<file path="src/rtl/imem_loader.sv">
// Streams a program into instruction memory and holds the CPU in reset until the load completes.
// Optional running checksum of written words is enabled with IMEM_LOADER_CHECKSUM_EN.
module imem_loader #(
   parameter int DEPTH       = 1024,
   parameter int ADDR_W      = 10,
   parameter int HOLD_CYCLES = 2
) (
   input  logic              clk,
   input  logic              rst,
   input  logic              start,
   input  logic              in_valid,
   input  logic [31:0]       in_data,
   input  logic              in_last,
   output logic              in_ready,
   output logic              im_we,
   output logic [ADDR_W-1:0] im_addr,
   output logic [31:0]       im_wdata,
   output logic              cpu_rst,
   output logic              load_done,
   output logic [ADDR_W:0]   word_count,
   output logic              err_overflow,
   output logic [31:0]       checksum
);

   localparam int HCW = (HOLD_CYCLES > 1) ? $clog2(HOLD_CYCLES) : 1;
   localparam logic [ADDR_W:0] DEPTH_C   = (ADDR_W+1)'(DEPTH);
   localparam logic [ADDR_W:0] WC_ONE    = (ADDR_W+1)'(1);
   localparam logic [HCW-1:0]  HOLD_LAST = HCW'(HOLD_CYCLES - 1);
   localparam logic [HCW-1:0]  HOLD_ONE  = HCW'(1);

   typedef enum logic [2:0] {
      IDLE  = 3'd0,
      LOAD  = 3'd1,
      HOLD  = 3'd2,
      RUN   = 3'd3,
      ERROR = 3'd4
   } state_t;

   state_t            state_r;
   logic [1:0]        sync_r;
   logic              run_ok_s;
   logic              accept_s;
   logic              full_s;
   logic              start_load_s;
   logic              in_ready_r;
   logic              im_we_r;
   logic [ADDR_W-1:0] im_addr_r;
   logic [31:0]       im_wdata_r;
   logic              cpu_rst_r;
   logic              load_done_r;
   logic [ADDR_W:0]   word_count_r;
   logic              err_r;
   logic [HCW-1:0]    hold_cnt_r;

   // Reset release synchroniser: assertion stays asynchronous, release takes two edges.
   always_ff @(posedge clk or negedge rst) begin
      if (!rst) begin
         sync_r <= 2'b00;
      end else begin
         sync_r <= {sync_r[0], 1'b1};
      end
   end

   assign run_ok_s     = sync_r[1];
   assign accept_s     = (state_r == LOAD) && in_valid && in_ready_r;
   assign full_s       = (word_count_r == DEPTH_C);
   assign start_load_s = run_ok_s && start &&
                         ((state_r == IDLE) || (state_r == RUN) || (state_r == ERROR));

   // Loader FSM with all outputs registered.
   always_ff @(posedge clk or negedge rst) begin
      if (!rst) begin
         state_r      <= IDLE;
         in_ready_r   <= 1'b0;
         im_we_r      <= 1'b0;
         im_addr_r    <= {ADDR_W{1'b0}};
         im_wdata_r   <= 32'd0;
         cpu_rst_r    <= 1'b1;
         load_done_r  <= 1'b0;
         word_count_r <= {(ADDR_W+1){1'b0}};
         err_r        <= 1'b0;
         hold_cnt_r   <= {HCW{1'b0}};
      end else begin
         im_we_r <= 1'b0;
         if (start_load_s) begin
            state_r      <= LOAD;
            in_ready_r   <= 1'b1;
            cpu_rst_r    <= 1'b1;
            load_done_r  <= 1'b0;
            word_count_r <= {(ADDR_W+1){1'b0}};
            err_r        <= 1'b0;
         end else begin
            case (state_r)
               IDLE: begin
                  state_r <= IDLE;
               end
               LOAD: begin
                  if (accept_s && full_s) begin
                     state_r    <= ERROR;
                     err_r      <= 1'b1;
                     in_ready_r <= 1'b0;
                  end else if (accept_s) begin
                     im_we_r      <= 1'b1;
                     im_addr_r    <= word_count_r[ADDR_W-1:0];
                     im_wdata_r   <= in_data;
                     word_count_r <= word_count_r + WC_ONE;
                     if (in_last) begin
                        state_r    <= HOLD;
                        in_ready_r <= 1'b0;
                        hold_cnt_r <= {HCW{1'b0}};
                     end else begin
                        state_r <= LOAD;
                     end
                  end else begin
                     state_r <= LOAD;
                  end
               end
               HOLD: begin
                  if (hold_cnt_r == HOLD_LAST) begin
                     state_r     <= RUN;
                     cpu_rst_r   <= 1'b0;
                     load_done_r <= 1'b1;
                  end else begin
                     hold_cnt_r <= hold_cnt_r + HOLD_ONE;
                  end
               end
               RUN: begin
                  state_r <= RUN;
               end
               ERROR: begin
                  state_r <= ERROR;
               end
               default: begin
                  state_r     <= IDLE;
                  in_ready_r  <= 1'b0;
                  cpu_rst_r   <= 1'b1;
                  load_done_r <= 1'b0;
               end
            endcase
         end
      end
   end

`ifdef IMEM_LOADER_CHECKSUM_EN
   logic [31:0] checksum_r;

   // Running mod-2^32 sum, updated on the same edge that issues the write.
   always_ff @(posedge clk or negedge rst) begin
      if (!rst) begin
         checksum_r <= 32'd0;
      end else if (start_load_s) begin
         checksum_r <= 32'd0;
      end else if (accept_s && !full_s) begin
         checksum_r <= checksum_r + in_data;
      end else begin
         checksum_r <= checksum_r;
      end
   end

   assign checksum = checksum_r;
`else
   assign checksum = 32'd0;
`endif

   assign in_ready     = in_ready_r;
   assign im_we        = im_we_r;
   assign im_addr      = im_addr_r;
   assign im_wdata     = im_wdata_r;
   assign cpu_rst      = cpu_rst_r;
   assign load_done    = load_done_r;
   assign word_count   = word_count_r;
   assign err_overflow = err_r;

endmodule
</file>
<file path="config.mk">
export PLATFORM = sky130hd
export DESIGN_NAME = imem_loader
export DESIGN_NICKNAME = d
export VERILOG_FILES = /design/src/rtl/imem_loader.sv
export SDC_FILE = /design/constraint.sdc
export NUM_CORES = 1
export LEC_CHECK = 0
export BUFFER_PORTS_ARGS = -buffer_cell sky130_fd_sc_hd__buf_2
export CAP_MARGIN = 20
export CORE_MARGIN = 2
export CORE_UTILIZATION = 34
export DETAILED_ROUTE_END_ITERATION = 6
export HOLD_SLACK_MARGIN = 0.05
export PLACE_DENSITY = 0.63
export SYNTH_ARGS = -nofsm -noshare
export SYNTH_HDL_FRONTEND = slang
export SYNTH_SLANG_ARGS = --single-unit
</file>
<file path="constraint.sdc">
create_clock -name clk -period 1.9 [get_ports clk]
set_input_delay 0 -clock clk [delete_from_list [all_inputs] [get_ports clk]]
set_output_delay 0 -clock clk [all_outputs]
set_load 0.01 [all_outputs]
</file>
After elaboration in Yosys (flattened, before gate mapping). Cells that the tools add are included.

Register bits after elaboration: 64. Bits of input ports: 37. Word-level logic and storage cells: 80.

Add/subtract/negate cells: 2. Equal/unequal tests: 14. Mux-type cells: 31. Bitwise operators: 2. Reduce and logical (&&, ||, !) cells: 20.

Operator list (count): $mux W11 (4); $mux W1 (17); $mux W3 (4); $pmux W3 S4 (1); $add A11 B1 Y11 const B (1); $eq A11 B11 Y1 const B (1); $ne A2 B2 Y1 const B (4); $ne A4 B3 Y1 const B (2); $pmux W1 S2 (4); $reduce_bool A2 Y1 (4); $reduce_or A4 Y1 (2); $eq A3 B2 Y1 const B (2); $reduce_and A3 Y1 (2); $logic_and A1 B1 Y1 (5); $reduce_and A5 Y1 (1); $ne A2 B1 Y1 const B (2); $reduce_and A2 Y1 (2); $reduce_and A4 Y1 (1); $eq A3 B1 Y1 const B (1); $eq A3 B3 Y1 const B (1); $logic_not A3 Y1 (1); $ne A3 B3 Y1 const B (1); $logic_or A1 B1 Y1 (2); $mux W2 (1); other kinds (2) (3).

Longest topological paths before layout. Gate-level depths: netlist (run 1).

Depth in word-level cells: 7. Mapped depth: 8. Depth with buffers taken out: 6.

Least setup slack after synthesis (run 1). OpenSTA, ideal clock, no wires.

Path type: flip-flop to flip-flop. From: reg word_count_r[8], in the netlist word_count[8]. To: reg im_addr_r[0], in the netlist im_addr[0]. Setup time: 125 ps. Arrival: 2023 ps. Path slack: -248 ps. Cell stages (with the launch flop): 7. Path buffers: 2. Path through: dfrtp_1 > or4_1 > or3_1 > buf_6 > nand2_8 > buf_12 > mux2_4.

Longest elaborated chain between the ends: 4.

Ends and longest elaborated chain: start: declaration (RTL line 51) `logic [ADDR_W:0] word_count_r;`; start signal: assignment (RTL line 80) `word_count_r <= {(ADDR_W+1){1'b0}};`; start signal: assignment (RTL line 90) `word_count_r <= {(ADDR_W+1){1'b0}};`; start signal: assignment (RTL line 106) `word_count_r <= word_count_r + WC_ONE;`; $eq A11 B11 Y1 (RTL line 66) `assign full_s = (word_count_r == DEPTH_C);`; $logic_and A1 B1 Y1 (RTL line 98) `if (accept_s && full_s) begin`; $not A1 Y1 (no source line); $reduce_and A4 Y1 (no source line); end signal: assignment (RTL line 76) `im_addr_r <= {ADDR_W{1'b0}};`; end signal: assignment (RTL line 104) `im_addr_r <= word_count_r[ADDR_W-1:0];`; end: declaration (RTL line 47) `logic [ADDR_W-1:0] im_addr_r;`.

No other way between the ends. A chain may end at the register's enable or synchronous reset.

Final worst setup path (run 1).
From: reg word_count_r[6], in the netlist word_count[6]. To: reg im_wdata_r[1], in the netlist im_wdata[1].

Longest elaborated chain between the ends: 4.

Ends and longest elaborated chain: $eq A11 B11 Y1 (RTL line 66); $logic_and A1 B1 Y1 (RTL line 98); $not A1 Y1 (no source line); $reduce_and A4 Y1 (no source line); end signal: assignment (RTL line 105) `im_wdata_r <= in_data;`; end: declaration (RTL line 48) `logic [31:0] im_wdata_r;`.

No other way between the ends.

==> out/results.ini, run 1 <==
[cells_and_area]
nets = 435
final_cell_mix = buf_2, dfrtp_1, mux2_4
final_util = 0.500
drive_gt1_frac = 0.494
diodes = 0
final_common_cell = buf_2
area_growth_pct = 41.5

[sta]
rsz0062_at_grt = true
setup_viol = 47
relSlewSlack = 0.648
worst_pin_slew_ns = 0.528
hold-worst-slack_ns = 0.140
fmax_mhz = 474
hold_violations = 0
setup_slack_ns = -0.208
setup_tns_ns = -8.16
fin_skew_ns = 0.00980
min_period_over_period = 1.11
drv_slew = 0
period_minus_slack_ns = 2.11

[run_status]
status = finished with violations
violations = setup timing

[clock_network]
cts_sinks = 64
root_buffer = clkbuf_8
clkSlewWorstSetupHoldPaths_ns = 0.07
htreeDepth = 3
cts_buffers = 9
cts_buffer_depth = 2
worstSkewPairLatency_ns = 0.33
cts_tree = yes

[place]
place.gp.congestion = 0.899
dp_hpwl_mm = 4.73
port_buffers = 94

[synthesis]
syn_inst = 234
ys_ff_latch = 64
synth_top_cell_by_area = dfrtp_1
synthTopCellsByArea = dfrtp_1, mux2_4, buf_4, buf_12, xnor2_1
synth_area_per_cell_sq_um = 13.3
yosysWarnings = 0
netlist.area_leader.share = 0.507
synth_cell_types = 39
seq_area_frac_synth = 0.515
synth_area_sq_mm = 0.00311

[drt]
first_iter_violations = 60
via_per_inst = 4.56
wl_mm = 7.20
wire_per_inst_um = 14.2
drc = 0
detail-route-antenna-nets = 0
first_pass_iters = 4
vias = 2319

[global_route]
grt_pass1_vias = 2389
gr-usage-all-layers = 0.151
grt_overflow = 0
grt_pass1_wl_mm = 11.8
grt_max_degree = 42
antenna_found_initial = 0

[power_and_ir_drop]
powerDensity_mw_per_mm2 = 1260
total_power_mw = 5.55
power.leakage_nw = 2.36
ir_worst_vdd_mv = 0.513

[setup_path]
required_ns = 2.11
crit_fanout = 15
endpoint_kind = flop
crit_arrival_ns = 2.32
start_kind = flop
path_class = flop to flop

[die]
floorplan.initialDensity = 0.353
num_rows = 34
core_area_sq_mm = 0.00881
die_y_um = 99.7
ios = 127
fp.dieArea_sq_mm = 0.00993
dieWidth_um = 99.7

[hold_path]
hp-class = input port to flop

[flow_run]
maxCapViolations = 0

==> path summary, 6_finish.rpt <==
kind,cells after the start,from,slack [ns],endpoint
max in group asynchronous,3,rst,1.23,word_count[4]
max reg2reg,5,word_count[6],-0.21,im_wdata[1]
min reg2reg,0,sync_r[0],0.35,sync_r[1]
min in group asynchronous,3,rst,0.20,im_wdata[2]
min,3,in_valid,0.14,in_ready
max,5,word_count[6],-0.21,im_wdata[1]
==> where the power goes <==
group	total, mW	internal [mW]	switching (mW)
Clock	1.18	0.675	0.500
Combinational	2.27	1.27	1.00
Sequential	2.10	1.83	0.269
==> what timing repair did <==
action,4_1_cts,5_1_grt
buffers inserted,3,1
endpoints found under the setup margin,48,52
pin swaps,2,2
hold buffers,35,0
cloned,1,0
resized for setup,13,5
endpoints found under the hold margin,99,0
==> worst max-delay path, stage by stage (launching register included) <==
cell,delay [ns]
dfrtp_2,0.41
or4_1,0.57
or3_4,0.39
nand2_8,0.12
buf_12,0.18
mux2_4,0.31
==> metrics by stage <==
stage / worst slack (ns) / cells / instance area [sq um]
after floorplan: -0.237 / 265 / 3230
after global placement: -0.249 / 454 / 3730
after detailed placement: -0.274 / 454 / 3730
after CTS: -0.212 / 509 / 4380
after global routing: -0.242 / 509 / 4400
final: -0.208 / 509 / 4400
==> final cells by class <==
cell class	instances	area, sq um
fillers	785	4400
flip-flops and latches	64	1610
multi-input cells	156	1330
repair buffers	159	1110
clock buffers	13	159
well taps	108	135
clock inverters	3	40.0
inverters	6	22.5
==> synthesized netlist by cell type, drive strengths merged <==
library cell	count
a311oi	1
nand4	4
nor2	16
ha	2
or2	1
dfrtp	63
a21oi	4
buf	38
nand3b	1
dfstp	1
inv	6
a211o	1
or3	1
o221ai	1
nand4bb	1
a22o	2
conb	2
or3b	1
a41o	1
a21o	1
nand3	3
mux2	42
nor2b	2
o21ai	6
clkbuf	1
nor4	6
nand2	10
xnor2	8
a31o	2
or4	2
nor3	2
a311o	1
a31oi	1
==> kinds of logic (layout without fill, tap and decap cells) <==
kind of cell / Yosys count / in the layout / share of synthesized area
mux: 42 / 42 / 0.197
other cells: 2 / 33 / 0.00241
flops: 64 / 64 / 0.515
simple gates: 50 / 50 / 0.0917
xor+xnor: 8 / 8 / 0.0225
fa+ha+maj: 2 / 2 / 0.00804
buf+inv: 45 / 181 / 0.117
compound gates: 21 / 21 / 0.0471
==> metal layers <==
metal | vias to the layer above | global-route usage | share of wire
li1 | 1072 | - | -
met4 | 0 | 0.0548 | 0.011
met1 | 1149 | 0.191 | 0.44
met5 | - | 0 | 0
met3 | 9 | 0.0450 | 0.058
met2 | 89 | 0.247 | 0.49
==> registers in the layout (all words and copies together), names as in the netlist <==
signal,count
cpu_rst,1
err_overflow,1
hold_cnt_r,1
im_addr,10
im_wdata,32
im_we,1
in_ready,1
load_done,1
state_r,3
sync_r,2
word_count,11
(Power assumes the default switching activity.)
==> run 2: changes to the inputs <==
CELL_PAD_IN_SITES_DETAIL_PLACEMENT = 1   (was not set)
CELL_PAD_IN_SITES_GLOBAL_PLACEMENT = 1   (was not set)
CORE_MARGIN = 8   (was 2)
PLACE_DENSITY = 0.78   (was 0.63)
==> out/results.ini, run 2 (synthesis gave the netlist of run 1 again) <==
[sta]
min_period_over_period = 1.11  ; -0.00434
period_minus_slack_ns = 2.10  ; -0.00825 ns
worst_pin_slew_ns = 0.696  ; +0.168 ns
relSlewSlack = 0.536  ; -0.112
rsz0062_at_grt = true
hold_violations = 0  ; unchanged
setup_viol = 47  ; unchanged
setup_slack_ns = -0.200  ; +0.00825 ns
drv_slew = 0  ; unchanged
fin_skew_ns = 0.0157  ; +0.00593 ns
fmax_mhz = 476  ; +0.39%

[power_and_ir_drop]
powerDensity_mw_per_mm2 = 1250  ; -0.44%
ir_worst_vdd_mv = 0.574  ; +12%
combPwrFrac = 0.429  ; +0.019
netSwitchingPower_mw = 1.96  ; +11%
p_seq_frac = 0.378  ; about the same
p_int_mw = 3.62  ; -4.2%
power.leakage_nw = 2.36  ; about the same
clkPwrFrac = 0.193  ; -0.019
swShare = 0.351  ; +0.0323

[die]
ios = 127  ; unchanged
die_y_um = 112  ; +12%
dieWidth_um = 112  ; +12%
num_rows = 35  ; +2.9%
fp.dieArea_sq_mm = 0.0125  ; +26%
floorplan.initialDensity = 0.343  ; -0.0101
core_area_sq_mm = 0.00906  ; +2.9%

[clock_network]
root_buffer = clkbuf_8
htreeDepth = 3  ; unchanged
cts_buffer_depth = 2  ; unchanged
cts_tree = yes
clkSlewWorstSetupHoldPaths_ns = 0.08  ; about the same
worstSkewPairLatency_ns = 0.35  ; +0.02 ns
cts_buffers = 9  ; unchanged
cts_sinks = 64  ; unchanged

[setup_path]
crit_arrival_ns = 2.33  ; about the same
start_kind = flop
cp_slowest_cell = or4_4
r2r_slack_ns = -0.20  ; about the same
critical-path-top-delay-family = simple AND/OR/NAND/NOR gates
crit_fanout = 11  ; -4
path_class = flop to flop
path_buf_inv = 1  ; unchanged
path_cells = or4_4, or3_4, nand2_8, buf_12, mux2_4
endpoint_kind = flop
required_ns = 2.13  ; +0.02 ns
slowest_delay_ns = 0.54  ; -0.03 ns

[drt]
drc = 0  ; unchanged
via_per_inst = 4.51  ; -1.0%
vias = 2313  ; -0.26%
detail-route-antenna-nets = 0  ; unchanged
first_iter_violations = 49  ; -18%
first_pass_iters = 4  ; unchanged
wl_mm = 8.91  ; +24%
wire_per_inst_um = 17.4  ; +23%

[place]
pre_cts_ws_ns = -0.301  ; -0.0270 ns
dp_hpwl_mm = 6.09  ; +29%
port_buffers = 94  ; unchanged
dp.cells = 459  ; +1.1%
place.gp.congestion = 0.813  ; -9.6%

[cells_and_area]
final_common_cell = buf_2
fillers = 979  ; +25%
area_growth_pct = 42.8
drive_gt1_frac = 0.512  ; +0.0187
nets = 436  ; +0.23%
diodes = 0  ; unchanged
final_cell_mix = buf_2, dfrtp_1, mux2_4
largest_register_ffs = 32  ; unchanged
layout.cells.non_filler = 513  ; +0.79%

[run_status]
status = finished with violations
violations = setup timing

[global_route]
gr-usage-all-layers = 0.149  ; -0.00202
grt_pass1_wl_mm = 14.8  ; +25%
antenna_found_initial = 0  ; unchanged
grt_max_degree = 29  ; -31%
grt_pass1_vias = 2683  ; +12%
grt_overflow = 0  ; unchanged

[flow_run]
maxCapViolations = 0  ; unchanged

[hold_path]
hp-class = input port to flop

[run 2: changes by cell type in the layout (fill, tap and decap cells not counted), sizes merged]
| cell | delta |
|---|---|
| dlygate4sd3 | -1 |
| clkbuf | -3 |
| inv | +2 |
| bufinv | -1 |
| clkinvlp | +4 |
| buf | +1 |
| clkinv | -1 |
[run 2: area by class of cell]
| type | count | area, sq um | area share |
|---|---|---|---|
| clock buffer | 9 | 124 | 0.0279 |
| sequential | 64 | 1610 | 0.361 |
| multi-input combinational | 156 | 1350 | 0.304 |
| timing repair buffer | 160 | 1150 | 0.258 |
| tap | 111 | 139 | 0.0312 |
| clock inverter | 7 | 56.3 | 0.0127 |
| inverter | 6 | 22.5 | 0.00507 |
[run 2: what timing repair did]
action / in CTS / in global routing
cloned: 1 / 1
gates resized for setup: 12 / 11
hold endpoints to repair: 60 / 0
endpoints found under the setup margin: 49 / 53
hold buffers: 34 / 0
pin swaps: 1 / 3
setup buffers: 2 / 1
[run 2: power by group through the flow]
stage / clock network (mW) / registers, mW / logic [mW]
3_3_place_gp: 0 / 2.09 / 2.12
5_1_grt: 1.18 / 2.17 / 2.59
3_5_place_dp: 0 / 2.11 / 2.19
4_1_cts: 1.12 / 2.09 / 2.32
2_1_floorplan: 0 / 2.33 / 1.15
6_report: 1.08 / 2.11 / 2.39
[run 2: through the flow]
stage	power (mW)	area [sq um]	util	hold slack (ns)	setup TNS, ns
after floorplan	3.48	3230	-	-0.296	-9.40
after global placement	4.21	3760	0.415	0.0684	-11.05
after detailed placement	4.30	3760	0.415	0.0815	-11.12
after CTS	5.54	4370	0.482	0.0597	-7.56
after global routing	5.94	4440	0.490	0.127	-8.39
final	5.58	4440	0.490	0.0905	-7.50
[run 2: final timing paths]
kind	from	end	cells past startpoint
setup / recovery	word_count[8]	im_wdata[4]	5
hold / removal	start	cpu_rst	3
setup reg to reg	word_count[8]	im_wdata[4]	5
hold reg to reg	sync_r[0]	sync_r[1]	0
max in group asynchronous	rst	cpu_rst	3
min in group asynchronous	rst	im_wdata[26]	2
[run 2: metal layers]
metal | global-route usage | share of wire | routed length [um]
met3 | 0.0503 | 0.069 | 613
met1 | 0.172 | 0.41 | 3640
met2 | 0.253 | 0.51 | 4510
met4 | 0.0547 | 0.016 | 141
met5 | 0 | 0 | 0
[run 2: worst min-delay path: stages]
cell,delay [ns]
buf_2,0.10
nand2_1,0.19
a31oi_1,0.13
